File: src/rtl/regfile_arb_pkg.sv
// Shared encodings and default sizes for the register-file port arbiter.
package regfile_arb_pkg;

  localparam int DEF_NUM_REQ    = 4;
  localparam int DEF_DATA_WIDTH = 16;
  localparam int DEF_ADDR_WIDTH = 5;

  // Which register-file read port serves a granted read.
  typedef enum logic [1:0] {
    PORT_NONE = 2'd0,
    PORT_R1   = 2'd1,
    PORT_R2   = 2'd2
  } port_sel_t;

  // Wrap a rotated requester index back into 0..n-1.
  function automatic int wrap_idx(input int idx, input int n);
    return (idx >= n) ? (idx - n) : idx;
  endfunction

endpackage

File: src/rtl/regfile_port_arbiter_rr_scan.sv
// Rotating-priority scan: decides which requesters are granted this cycle
// and which read port each granted read uses, never pairing a write with a
// read of the same address.
module rr_scan
  import regfile_arb_pkg::*;
#(
  parameter int NUM_REQ    = DEF_NUM_REQ,
  parameter int ADDR_WIDTH = DEF_ADDR_WIDTH,
  parameter int PTR_W      = $clog2(DEF_NUM_REQ)
) (
  input  logic [NUM_REQ-1:0]            req_valid,
  input  logic [NUM_REQ-1:0]            req_we,
  input  logic [NUM_REQ*ADDR_WIDTH-1:0] req_addr,
  input  logic [PTR_W-1:0]              rr_ptr,
  output logic [NUM_REQ-1:0]            grant,
  output logic [2*NUM_REQ-1:0]          rd_port,
  output logic                          wr_gnt,
  output logic [PTR_W-1:0]              wr_idx,
  output logic [ADDR_WIDTH-1:0]         wr_addr,
  output logic                          rd1_used,
  output logic [ADDR_WIDTH-1:0]         rd1_addr,
  output logic                          rd2_used,
  output logic [ADDR_WIDTH-1:0]         rd2_addr,
  output logic                          any_gnt,
  output logic [PTR_W-1:0]              last_idx
);

  int                    idx;
  logic [ADDR_WIDTH-1:0] cur_addr;

  // Walk requesters from rr_ptr onward, handing out the write slot and the two read ports.
  always_comb begin
    grant    = '0;
    rd_port  = '0;
    wr_gnt   = 1'b0;
    wr_idx   = '0;
    wr_addr  = '0;
    rd1_used = 1'b0;
    rd1_addr = '0;
    rd2_used = 1'b0;
    rd2_addr = '0;
    any_gnt  = 1'b0;
    last_idx = '0;
    idx      = 0;
    cur_addr = '0;
    for (int k = 0; k < NUM_REQ; k++) begin
      idx      = wrap_idx(int'(rr_ptr) + k, NUM_REQ);
      cur_addr = req_addr[idx*ADDR_WIDTH +: ADDR_WIDTH];
      if (req_valid[idx]) begin
        if (req_we[idx]) begin
          // A write must not hit an address already being read this cycle.
          if (!wr_gnt && !(rd1_used && (rd1_addr == cur_addr))
                      && !(rd2_used && (rd2_addr == cur_addr))) begin
            grant[idx] = 1'b1;
            wr_gnt     = 1'b1;
            wr_idx     = PTR_W'(idx);
            wr_addr    = cur_addr;
            any_gnt    = 1'b1;
            last_idx   = PTR_W'(idx);
          end else begin
            grant[idx] = 1'b0;
          end
        end else if (wr_gnt && (wr_addr == cur_addr)) begin
          // Reading the address being written would collide; wait a cycle.
          grant[idx] = 1'b0;
        end else if (rd1_used && (rd1_addr == cur_addr)) begin
          grant[idx]         = 1'b1;
          rd_port[2*idx +: 2] = PORT_R1;
          any_gnt            = 1'b1;
          last_idx           = PTR_W'(idx);
        end else if (rd2_used && (rd2_addr == cur_addr)) begin
          grant[idx]         = 1'b1;
          rd_port[2*idx +: 2] = PORT_R2;
          any_gnt            = 1'b1;
          last_idx           = PTR_W'(idx);
        end else if (!rd1_used) begin
          grant[idx]         = 1'b1;
          rd_port[2*idx +: 2] = PORT_R1;
          rd1_used           = 1'b1;
          rd1_addr           = cur_addr;
          any_gnt            = 1'b1;
          last_idx           = PTR_W'(idx);
        end else if (!rd2_used) begin
          grant[idx]         = 1'b1;
          rd_port[2*idx +: 2] = PORT_R2;
          rd2_used           = 1'b1;
          rd2_addr           = cur_addr;
          any_gnt            = 1'b1;
          last_idx           = PTR_W'(idx);
        end else begin
          grant[idx] = 1'b0;
        end
      end else begin
        grant[idx] = 1'b0;
      end
    end
  end

endmodule

File: src/rtl/regfile_port_arbiter.sv
// Shares a 2-read/1-write register file among NUM_REQ requesters with
// round-robin priority and routes read data back to its owners.
module regfile_port_arbiter
  import regfile_arb_pkg::*;
#(
  parameter int NUM_REQ    = DEF_NUM_REQ,
  parameter int DATA_WIDTH = DEF_DATA_WIDTH,
  parameter int ADDR_WIDTH = DEF_ADDR_WIDTH
) (
  input  logic                          clk,
  input  logic                          resetn,
  input  logic [NUM_REQ-1:0]            req_valid,
  input  logic [NUM_REQ-1:0]            req_we,
  input  logic [NUM_REQ*ADDR_WIDTH-1:0] req_addr,
  input  logic [NUM_REQ*DATA_WIDTH-1:0] req_wdata,
  output logic [NUM_REQ-1:0]            req_ready,
  output logic [NUM_REQ-1:0]            rsp_valid,
  output logic [NUM_REQ*DATA_WIDTH-1:0] rsp_data,
  output logic [DATA_WIDTH-1:0]         rf_din,
  output logic [ADDR_WIDTH-1:0]         rf_wad1,
  output logic [ADDR_WIDTH-1:0]         rf_rad1,
  output logic [ADDR_WIDTH-1:0]         rf_rad2,
  output logic                          rf_wen1,
  output logic                          rf_ren1,
  output logic                          rf_ren2,
  input  logic [DATA_WIDTH-1:0]         rf_dout1,
  input  logic [DATA_WIDTH-1:0]         rf_dout2,
  input  logic                          rf_collision,
  output logic                          collision_err
);

  localparam int PTR_W = $clog2(NUM_REQ);

  logic [PTR_W-1:0]      rr_ptr_q, rr_ptr_d;
  port_sel_t             rsp_port_q [NUM_REQ];
  port_sel_t             rsp_port_d [NUM_REQ];
  logic                  collision_err_q, collision_err_d;

  logic [NUM_REQ-1:0]    scan_valid;
  logic [NUM_REQ-1:0]    grant;
  logic [2*NUM_REQ-1:0]  rd_port;
  logic                  wr_gnt;
  logic [PTR_W-1:0]      wr_idx;
  logic [ADDR_WIDTH-1:0] wr_addr;
  logic                  rd1_used, rd2_used;
  logic [ADDR_WIDTH-1:0] rd1_addr, rd2_addr;
  logic                  any_gnt;
  logic [PTR_W-1:0]      last_idx;

  // Nothing is granted while reset is held, so no partial grant can escape.
  assign scan_valid = req_valid & {NUM_REQ{resetn}};

  rr_scan #(
    .NUM_REQ   (NUM_REQ),
    .ADDR_WIDTH(ADDR_WIDTH),
    .PTR_W     (PTR_W)
  ) u_scan (
    .req_valid(scan_valid),
    .req_we   (req_we),
    .req_addr (req_addr),
    .rr_ptr   (rr_ptr_q),
    .grant    (grant),
    .rd_port  (rd_port),
    .wr_gnt   (wr_gnt),
    .wr_idx   (wr_idx),
    .wr_addr  (wr_addr),
    .rd1_used (rd1_used),
    .rd1_addr (rd1_addr),
    .rd2_used (rd2_used),
    .rd2_addr (rd2_addr),
    .any_gnt  (any_gnt),
    .last_idx (last_idx)
  );

  // Drive the register file from this cycle's grants; idle fields stay zero.
  always_comb begin
    req_ready = grant;
    rf_wen1   = wr_gnt;
    rf_wad1   = wr_addr;
    rf_ren1   = rd1_used;
    rf_rad1   = rd1_addr;
    rf_ren2   = rd2_used;
    rf_rad2   = rd2_addr;
    if (wr_gnt) begin
      rf_din = req_wdata[wr_idx*DATA_WIDTH +: DATA_WIDTH];
    end else begin
      rf_din = '0;
    end
  end

  // Next pointer follows the last granted requester; sticky collision flag.
  always_comb begin
    if (any_gnt) begin
      if (last_idx == PTR_W'(NUM_REQ - 1)) begin
        rr_ptr_d = '0;
      end else begin
        rr_ptr_d = last_idx + PTR_W'(1);
      end
    end else begin
      rr_ptr_d = rr_ptr_q;
    end
    collision_err_d = collision_err_q | rf_collision;
  end

  // Remember which read port each granted reader was given.
  always_comb begin
    for (int i = 0; i < NUM_REQ; i++) begin
      if (grant[i] && !req_we[i]) begin
        rsp_port_d[i] = port_sel_t'(rd_port[2*i +: 2]);
      end else begin
        rsp_port_d[i] = PORT_NONE;
      end
    end
  end

  // Steer the register file's read data to the requesters granted last cycle.
  always_comb begin
    rsp_valid = '0;
    rsp_data  = '0;
    for (int i = 0; i < NUM_REQ; i++) begin
      case (rsp_port_q[i])
        PORT_R1: begin
          rsp_valid[i]                         = 1'b1;
          rsp_data[i*DATA_WIDTH +: DATA_WIDTH] = rf_dout1;
        end
        PORT_R2: begin
          rsp_valid[i]                         = 1'b1;
          rsp_data[i*DATA_WIDTH +: DATA_WIDTH] = rf_dout2;
        end
        default: begin
          rsp_valid[i]                         = 1'b0;
          rsp_data[i*DATA_WIDTH +: DATA_WIDTH] = '0;
        end
      endcase
    end
  end

  assign collision_err = collision_err_q;

  // State registers with synchronous active-low reset.
  always_ff @(posedge clk) begin
    if (!resetn) begin
      rr_ptr_q        <= '0;
      collision_err_q <= 1'b0;
      for (int i = 0; i < NUM_REQ; i++) begin
        rsp_port_q[i] <= PORT_NONE;
      end
    end else begin
      rr_ptr_q        <= rr_ptr_d;
      collision_err_q <= collision_err_d;
      for (int i = 0; i < NUM_REQ; i++) begin
        rsp_port_q[i] <= rsp_port_d[i];
      end
    end
  end

endmodule
File: config.mk
export PLATFORM = sky130hd
export DESIGN_NAME = regfile_port_arbiter
export DESIGN_NICKNAME = d
export VERILOG_FILES = /design/src/rtl/regfile_arb_pkg.sv /design/src/rtl/regfile_port_arbiter_rr_scan.sv /design/src/rtl/regfile_port_arbiter.sv
export SDC_FILE = /design/constraint.sdc
export NUM_CORES = 1
export LEC_CHECK = 0
export CORE_MARGIN = 1
export CORE_UTILIZATION = 28
export DETAILED_ROUTE_END_ITERATION = 16
export DONT_BUFFER_PORTS = 1
export PLACE_DENSITY = 0.48
export RECOVER_POWER = 50
export SLEW_MARGIN = 20
export SYNTH_ARGS = -nofsm -noshare
export SYNTH_HDL_FRONTEND = slang
export SYNTH_SLANG_ARGS = --single-unit
File: constraint.sdc
create_clock -name clk -period 16.1 [get_ports clk]
set_clock_uncertainty 0.05 [all_clocks]
set_input_delay 3.22 -clock clk [delete_from_list [all_inputs] [get_ports clk]]
set_output_delay 3.22 -clock clk [all_outputs]
set_load 0.1 [all_outputs]
### Word-level counts from Yosys, hierarchy flattened

Memories as Yosys holds them, arrays and structs flattened.
Cells that the tools add are included.

| storage, ports and cells | value |
|---|---|
| register bits | 3 |
| latch bits | 0 |
| RAM bits | 8 |
| bits in read-only memories | 0 |
| bits of input ports | 127 |
| output and inout port bits | 107 |
| word-level logic and storage cells | 367 |
| memories kept | 1 |

| operators by class | value |
|---|---|
| add/sub/neg operators | 12 |
| $mul | 4 |
| divide/modulo/power cells | 0 |
| order comparisons | 12 |
| equality and inequality tests | 17 |
| shift operators | 16 |
| multiplexer cells | 250 |
| bitwise operators | 16 |
| reduce and logical (&&, ||, !) cells | 37 |

Memory list:

| name | depth | width | rd ports | clocked after Yosys merged registers in | write ports | RTL line | source |
|---|---|---|---|---|---|---|---|
| rsp_port_q | 4 | 2 | 4 | 0 | 4 | regfile_port_arbiter.sv:35 | `port_sel_t rsp_port_q [NUM_REQ];` |

Operators with widths:

| operator | number |
|---|---|
| $mux W5 | 49 |
| $shiftx A2 B33 Y8 const A | 7 |
| $mux W8 | 21 |
| $neg A32 Y33 | 4 |
| $shift A2 B33 Y8 const A | 4 |
| $ge A32 B1 Y1 const B | 4 |
| $lt A32 B4 Y1 const B | 4 |
| $mul A32 B4 Y32 const B | 4 |
| $mux W32 | 4 |
| $pmux W16 S2 | 4 |
| $shiftx A20 B32 Y5 | 4 |
| $ge A32 B4 Y1 const B | 3 |
| $sub A32 B4 Y32 const B | 3 |
| $mux W1 | 91 |
| $mux W4 | 21 |
| $mux W2 | 41 |
| $shiftx A64 B7 Y16 | 1 |
| $bwmux W8 | 6 |
| $eq A5 B5 Y1 | 8 |
| $logic_and A1 B1 Y1 | 21 |
| $and A4 B4 Y4 | 4 |
| $bmux W1 S2 | 8 |
| $mux W16 | 1 |
| $logic_not A1 Y1 | 12 |
| other kinds (13) | 35 |

### Depth between registers and ports, before layout

Gate-level depths: netlist of the first run.

| logic depth | value |
|---|---|
| depth in word-level cells | 33 |
| gate-level depth with buffers | 35 |
| depth with buffers taken out | 22 |

### Modules after synthesis

From an unflattened synthesis of the first run, not the netlist that was laid out.

| second synthesis, totals | value |
|---|---|
| cells, all modules | 960 |
| area, all modules | 6829.0 um2 |

Modules (own cells, without submodules):

| module | times used | cells each | area each (um2) | seq. area each (um2) |
|---|---|---|---|---|
| rr_scan | 1 | 698 | 4933.5 | 0.0 |
| regfile_port_arbiter | 1 | 262 | 1895.6 | 220.2 |

### Worst setup path before layout of the first run

No wires, ideal clock.

| timing | value |
|---|---|
| path kind | input to output |
| start | input port req_addr[14] |
| end | output port rf_din[10] |
| arrival | 9739 ps |
| data required time | 12830 ps |
| slack | 3091 ps |
| stages on the path | 20 |
| buffers on the path | 4 |
| path through | mux4_2 > a32o_1 > or2_1 > buf_6 > xnor2_4 > and4_1 > buf_2 > a211o_1 > a211o_1 > o31a_2 > o21ai_2 > o32ai_2 > xnor2_1 > or4_1 > buf_2 > or2_4 > a31oi_4 > buf_12 > mux2i_1 > a211oi_1 |

| on the way | value |
|---|---|
| word-level cells in the longest chain between the ends | 26 |
| elaborated cells between the ends (all ways) | 99 |
| classes of those cells | eq/ne: 7; shift: 5; mux: 68; reduce/logical: 19 |

Ends and longest elaborated chain:

| what | RTL line | source |
|---|---|---|
| start: declaration | regfile_port_arbiter.sv:14 | `input logic [NUM_REQ*ADDR_WIDTH-1:0] req_addr,` |
| $shiftx A20 B32 Y5 | regfile_port_arbiter_rr_scan.sv:48 | `cur_addr = req_addr[idx*ADDR_WIDTH +: ADDR_WIDTH];` |
| $mux W5 | regfile_port_arbiter_rr_scan.sv:50 | `if (req_we[idx]) begin` |
| $mux W5 | regfile_port_arbiter_rr_scan.sv:49 | `if (req_valid[idx]) begin` |
| $eq A5 B5 Y1 | regfile_port_arbiter_rr_scan.sv:52, regfile_port_arbiter_rr_scan.sv:66 |  |
| $logic_and A1 B1 Y1 | regfile_port_arbiter_rr_scan.sv:52, regfile_port_arbiter_rr_scan.sv:66 |  |
| $mux W5 | regfile_port_arbiter_rr_scan.sv:66 | `end else if (rd1_used && (rd1_addr == cur_addr)) begin` |
| $mux W5 | regfile_port_arbiter_rr_scan.sv:63 | `end else if (wr_gnt && (wr_addr == cur_addr)) begin` |
| $mux W5 | regfile_port_arbiter_rr_scan.sv:50 |  |
| [... 10 more ...] | - |  |
| $logic_not A1 Y1 | regfile_port_arbiter_rr_scan.sv:52 | `if (!wr_gnt && !(rd1_used && (rd1_addr == cur_addr))` |
| $logic_and A1 B1 Y1 | regfile_port_arbiter_rr_scan.sv:52 |  |
| $logic_and A1 B1 Y1 | regfile_port_arbiter_rr_scan.sv:53 | `&& !(rd2_used && (rd2_addr == cur_addr))) begin` |
| $mux W2 | regfile_port_arbiter_rr_scan.sv:52 |  |
| $mux W2 | regfile_port_arbiter_rr_scan.sv:50 |  |
| $mux W2 | regfile_port_arbiter_rr_scan.sv:49 |  |
| $shiftx A64 B7 Y16 | regfile_port_arbiter.sv:85 | `rf_din = req_wdata[wr_idx*DATA_WIDTH +: DATA_WIDTH];` |
| $mux W16 (*) | regfile_port_arbiter.sv:84 | `if (wr_gnt) begin` |
| end: declaration | regfile_port_arbiter.sv:19 | `output logic [DATA_WIDTH-1:0] rf_din,` |

Mark *: on every way between the ends. The rest lies on a longest branch, timed or not.

### Worst setup path in the final report of the first run

| timing | value |
|---|---|
| start | input port req_addr[16] |
| end | output port rf_wen1 |

| on the way | value |
|---|---|
| word-level cells in the longest chain between the ends | 24 |
| elaborated cells between the ends (all ways) | 88 |
| classes of those cells | eq/ne: 7; shift: 4; mux: 58; reduce/logical: 19 |

Ends and longest elaborated chain:

| what | RTL line | source |
|---|---|---|
| $shiftx A20 B32 Y5 | regfile_port_arbiter_rr_scan.sv:48 |  |
| $mux W5 | regfile_port_arbiter_rr_scan.sv:50 |  |
| $mux W5 | regfile_port_arbiter_rr_scan.sv:49 |  |
| $eq A5 B5 Y1 | regfile_port_arbiter_rr_scan.sv:52, regfile_port_arbiter_rr_scan.sv:66 |  |
| $logic_and A1 B1 Y1 | regfile_port_arbiter_rr_scan.sv:52, regfile_port_arbiter_rr_scan.sv:66 |  |
| $mux W5 | regfile_port_arbiter_rr_scan.sv:66 |  |
| $mux W5 | regfile_port_arbiter_rr_scan.sv:63 |  |
| $mux W5 | regfile_port_arbiter_rr_scan.sv:50 |  |
| [... 8 more ...] | - |  |
| $eq A5 B5 Y1 | regfile_port_arbiter_rr_scan.sv:52 |  |
| $logic_and A1 B1 Y1 | regfile_port_arbiter_rr_scan.sv:52 |  |
| $logic_not A1 Y1 | regfile_port_arbiter_rr_scan.sv:52 |  |
| $logic_and A1 B1 Y1 | regfile_port_arbiter_rr_scan.sv:52 |  |
| $logic_and A1 B1 Y1 | regfile_port_arbiter_rr_scan.sv:53 |  |
| $mux W1 | regfile_port_arbiter_rr_scan.sv:52 |  |
| $mux W1 | regfile_port_arbiter_rr_scan.sv:50 |  |
| $mux W1 (*) | regfile_port_arbiter_rr_scan.sv:49 |  |
| end: declaration | regfile_port_arbiter.sv:23 | `output logic rf_wen1,` |

Marked as above.

==> results of run 1 <==
## worst register-to-register path: stages, from the launching register on
cell      delay (ns)
dfxtp_2         0.31
buf_4           0.45
ha_1            0.59
nor2b_1         0.13
ha_1            0.80
mux2_1          0.42
a222oi_1        0.38
a22o_1          0.45
xnor2_1         0.23
nand2_2         0.14
nor4_1          0.78
o221ai_1        0.36
a21o_4          0.32
nor2_1          0.39
a21oi_1         0.15
a21boi_0        0.36
and3_1          0.31
o211ai_2        0.26
a21bo_1         0.47
a21o_1          0.84
nor4b_1         0.33
## cells in the mapped netlist, types with 15 or more instances
master	instances
nand2_1	82
ha_1	21
nand3_1	15
mux4_2	25
a22oi_1	68
inv_1	51
mux2_1	15
a22o_1	25
a21oi_1	51
nor3_1	20
mux2i_1	58
a211oi_1	52
clkbuf_1	60
nor2_1	123
xnor2_1	18
o21ai_0	27
buf_2	20
## layer usage
layer,track usage,up-vias,part of all wire
met1,0.2529,4016,0.40
li1,-,3829,-
met3,0.02361,71,0.075
met5,0,-,0
met4,0.08632,0,0.038
met2,0.3665,486,0.48
## area by class of cell
type / instances / area, um2
inverter: 53 / 198.9
clock buffer: 4 / 78.83
fill: 2816 / 18070
tap: 335 / 419.2
sequential: 11 / 225.2
multi-input combinational: 874 / 6842
timing repair buffer: 20 / 150.1
## flip-flops by register name (all words and copies together) (netlist names)
name	cells
rr_ptr_q	2
collision_err	1
rsp_port_q	8
## placed cells by master (no fill, tap or decap), types with 9 or more instances in the layout
| master | count |
|---|---|
| buf_4 | 20 |
| nand2_1 | 81 |
| inv_1 | 51 |
| nor3_1 | 20 |
| a211oi_1 | 36 |
| o21ai_0 | 23 |
| nand3_1 | 15 |
| dfxtp_1 | 9 |
| mux2_1 | 15 |
| and2_1 | 9 |
| a21oi_1 | 51 |
| mux2i_1 | 58 |
| a21o_1 | 9 |
| nor2_2 | 12 |
| nor2b_1 | 11 |
| ha_1 | 21 |
| nand2b_1 | 10 |
| and3_1 | 9 |
| a22oi_1 | 68 |
| nor2_1 | 111 |
| mux2_2 | 14 |
| a22o_1 | 25 |
| xnor2_1 | 18 |
| mux4_2 | 25 |
| nand3b_1 | 9 |
| a31oi_1 | 10 |
| a211oi_4 | 16 |
| nand4_1 | 11 |
| a32oi_1 | 9 |
## cells by family after synthesis
family	count (synthesis)
xor gates and xnor gates	25
DFF	11
and+or+nand+nor	341
AOI/OAI and AO/OA	370
adders and majority gates	22
muxes	116
buffers and inverters	145
## per-stage QoR
| step | utilization | worst slack [ns] | area (um2) |
|---|---|---|---|
| after floorplan | - | 3.091 | 7400 |
| final | 0.3046 | 3.118 | 7914 |
| after detailed placement | 0.3066 | 3.326 | 7968 |
| after global routing | 0.3046 | 2.738 | 7914 |
| after CTS | 0.3097 | 3.303 | 8046 |
| after global placement | 0.3062 | 3.290 | 7956 |
## path summary, 6_finish.rpt
check,depth (start not counted),end,slack [ns],start
setup / recovery,16,rf_wen1,3.12,req_addr[16]
hold / removal,1,rr_ptr_q[0],0.59,rr_ptr_q[0]
setup reg to reg,20,rsp_port_q[3][1],7.49,rr_ptr_q[1]
hold reg to reg,1,rr_ptr_q[0],0.59,rr_ptr_q[0]
==> metrics.yaml, run 1 <==
yosys.area_share.simple: 0.2244
synthAdderAreaFrac: 0.03821
min_path_type: "flip-flop to flip-flop"
finalHoldViolCount: 0
design.core.area_um2: 25980
yosysTopAreaCell: "mux2i_1"
fmax_mhz: 77.03
crit_path_max_incr_delay_ns: 0.78
crit_buf_inv: 2
crit_top_cell: "xnor2_1"
clk_pin_slew_ns: 0.04
synth_cell_type_count: 104
violations: "capacitance limit, slew limit"
synth_top_family_by_area: "compound AO/OA/AOI/OAI gates"
clkSinkCount: 11
setup.worst_path.end_class: "output pin"
critPathSlowestCell: "nor4_1"
required_ns: 12.83
synth_xor_area_frac: 0.03213
netlist_instances: 1030
rows: 59
area_delta_synth_final_pct: 6.950
synth_area_per_cell_um2: 7.184
cpLargestDelayFamily: "compound AO/OA/AOI/OAI gates"
worstPathCellList: "mux2_1 > a222oi_1 > a22o_1 > xnor2_1 > nand2_2 > nor4_1 > o221ai_1 > a21o_4 > o21ai_2 > o32ai_2 > xnor2_1 > or4_1 > o211ai_2 > buf_4 > and2_2 > inv_1"
finalCriticalPeriod_ns: 12.98
clk_path_buf_depth: 2
worstSkewPairLatency_ns: 0.24
fin_nets: 1112
synthFlopType: "dfxtp_1"
cts_root_buf: "clkbuf_16"
cts_resized: 0
syn_area_um2: 7400
dp_hpwl_um: 23610
post-route-drc-count: 0
maxCapViolCount: 53
async_flop_share: 0
syn_nets: 1179
cp.arrival_ns: 9.71
cts_setup_buffers: 0
rsz0062_at_grt: "no"
die-area_um2: 27080
dp.cells: 1293
ys_warn_count: 0
via_count: 8402
synth_mux_area_frac: 0.2078
drt_pass1_iterations: 5
grt_pass1_vias: 7596
setup_tns_ns: 0
relSlewSlack: -0.1862
finalCritPeriodShare: 0.8063
track_usage: 0.2074
drtIter0Drc: 923
stdcell_count: 1297
drive_gt1_frac: 0.1549
setup-violations-final: 0
ctsHoldBuffers: 0
diodes: 0
cp_max_fo: 17
slew_viol_final: 53
outcome: "finished with violations"
die_x_um: 164.6
grt_overflow: 0
cts_buffers: 3
grt_max_degree: 69
drt_wl_total_um: 30430
grt_first_pass_wirelength_um: 44110
die_height_um: 164.6
netlist.area_leader.share: 0.07846
ioPinCount: 234
ys_seq_elements: 11
antenna_found_initial: 0
gp_congestion: 0.9830
vias_per_cell: 6.478
ant_nets: 0
synth.area.top_cells: "mux2i_1, mux4_2, a22oi_1"
cts_tree: "done"
wl_per_cell_um: 23.46
synth_compound_area_frac: 0.3794
worst_pin_slew_ns: 1.773
critical_path_class: "primary input to output pin"
hold-worst-slack_ns: 0.5910
port_buffers: 0
startpoint_type: "primary input"
cts_htree_levels: 1
ys_seq_area_frac: 0.02976
synth_edf_count: 0
initial_core_util: 0.2848
Power of run 1 is not shown: default switching activity piles up to over one toggle a cycle in this logic, so the estimate is an artifact.
==> inputs of run 2 (changes only) <==
--- a/config.mk
+++ b/config.mk
@@ -5,6 +5,7 @@
 export SDC_FILE = /design/constraint.sdc
 export NUM_CORES = 1
 export LEC_CHECK = 0
+export ABC_AREA = 1
 export CORE_MARGIN = 1
 export CORE_UTILIZATION = 28
 export DETAILED_ROUTE_END_ITERATION = 16
==> constraint.sdc (replaced) <==
create_clock -name clk -period 12.3 [get_ports clk]
set_clock_uncertainty 0.05 [all_clocks]
set_input_delay 2.46 -clock clk [delete_from_list [all_inputs] [get_ports clk]]
set_output_delay 2.46 -clock clk [all_outputs]
set_load 0.1 [all_outputs]
==> metrics.yaml, run 2 <==
drtIter0Drc: 942
cts_root_buf: "clkbuf_16"
wl_per_cell_um: 18.42
worst_pin_slew_ns: 2.065
cts_htree_levels: 1
synth_cell_type_count: 65
cp.arrival_ns: 8.18
dp_hpwl_um: 26280
antenna_found_initial: 0
yosysTopAreaCell: "nand2_1"
regArea_um2: 221.5
dp.cells: 1768
ys_seq_elements: 11
initial_core_util: 0.2882
grt_first_pass_wirelength_um: 48620
port_buffers: 0
ctsHoldBuffers: 0
clkSinkCount: 11
die-area_um2: 26870
drive_gt1_frac: 0.1699
vias_per_cell: 5.461
design.core.area_um2: 25470
cts_tree: "done"
setup_tns_ns: 0
synth.area.top_cells: "nand2_1, nand3_1, inv_1"
cts_resized: 0
via_count: 9677
syn_nets: 1575
crit_top_cell: "nand2_1"
worstSkewPairLatency_ns: 0.24
finalHoldViolCount: 0
die_x_um: 163.9
cts_setup_buffers: 0
rsz0062_at_grt: "no"
ant_nets: 0
crit_path_max_incr_delay_ns: 0.95
slew_viol_final: 1
syn_area_um2: 7342
clk_pin_slew_ns: 0.05
rows: 58
maxCapViolCount: 1
required_ns: 9.79
hold-worst-slack_ns: 0.9396
critPathSlowestCell: "dfxtp_1"
largest_reg_flops: 8
grt_max_degree: 52
relSlewSlack: -0.3722
final_common_cell: "nand2_1"
synth_edf_count: 0
min_path_type: "flip-flop to flip-flop"
post-route-drc-count: 0
startpoint_type: "flip-flop"
setup-violations-final: 0
outcome: "finished with violations"
diodes: 0
violations: "capacitance limit, slew limit"
stdcell_count: 1772
clk_path_buf_depth: 2
setup.worst_path.end_class: "output pin"
drt_wl_total_um: 32640
fmax_mhz: 93.55
netlist.area_leader.share: 0.2474
ioPinCount: 234
final_cell_mix: "nand2_1, inv_1, nand3_1"
synth_most_common_cell: "nand2_1"
track_usage: 0.2315
multiInputGateArea_um2: 6341
regMostFlops: "rsp_port_q"
ys_seq_area_frac: 0.02999
critical_path_class: "flip-flop to output pin"
netlist_instances: 1426
synthFlopType: "dfxtp_1"
async_flop_share: 0
synth_commonest_cells: "nand2_1, inv_1, nand3_1"
gp_congestion: 0.9457
synth_area_per_cell_um2: 5.149
ys_warn_count: 0
grt_overflow: 0
fin_nets: 1592
cts_buffers: 3
die_height_um: 163.9
area_delta_synth_final_pct: 11.69
finalCritPeriodShare: 0.8691
finalCriticalPeriod_ns: 10.69
cp_max_fo: 31
drt_pass1_iterations: 5
num-fill-cells: 2955
grt_pass1_vias: 8807
[run 2: cell types whose count changed after synthesis, moves of 26 or more]
cell,before,now
nand2_1,82,484
nand3_1,15,133
inv_1,51,165
a22oi_1,68,4
mux2i_1,58,0
a21oi_1,51,107
a211oi_1,52,1
nor2_1,123,87
o21ai_0,27,56
inv_2,2,28
[run 2: final timing paths]
check / cells past startpoint / startpoint / endpoint / slack, ns
worst min-delay path: 3 / rr_ptr_q[0] / rr_ptr_q[0] / 0.94
worst max register to register: 34 / rr_ptr_q[1] / rsp_port_q[3][0] / 4.48
worst min register to register: 3 / rr_ptr_q[0] / rr_ptr_q[0] / 0.94
worst max-delay path: 34 / rr_ptr_q[1] / rf_din[15] / 1.61
[run 2: cell type report]
class | count | share of cell area
inverter | 199 | 0.09200
tap | 330 | 0.05035
clock buffer | 4 | 0.009612
timing repair buffer | 77 | 0.04776
multi-input combinational | 1151 | 0.7733
sequential | 11 | 0.02701
[run 2: worst max-delay path: cells and delay by family, from the launching register on]
family	cells	cell delay, ns
AO/OA/AOI/OAI	3	0.77
flip-flops	1	0.95
adder cells (fa/ha/maj)	2	0.76
buffers and inverters	9	2.34
AND/OR/NAND/NOR	20	3.10
[run 2: kinds of logic (layout without fill, tap and decap cells)]
family / after synthesis / in the layout / share of synthesized area
xor+xnor: 5 / 5 / 0.006989
buf+inv: 264 / 280 / 0.1534
fa+ha+maj: 22 / 22 / 0.03851
flops: 11 / 11 / 0.02999
compound gates: 290 / 290 / 0.2391
simple gates: 834 / 834 / 0.5320
[run 2: per-layer routing]
layer | wire, um | track usage
met5 | 0 | 0
met4 | 1369 | 0.08796
met3 | 2720 | 0.03081
met2 | 15780 | 0.4226
met1 | 12770 | 0.2719
[run 2: metrics by stage]
step           area, um2  setup WS (ns)    util
2_1_floorplan       7342          2.111       -
3_3_place_gp        8302          1.892  0.3259
3_5_place_dp        8317          1.968  0.3265
4_1_cts             8396          1.673  0.3296
5_1_grt             8200         0.9182  0.3219
6_report            8200          1.610  0.3219
Power of run 2 is left out for the same reason.
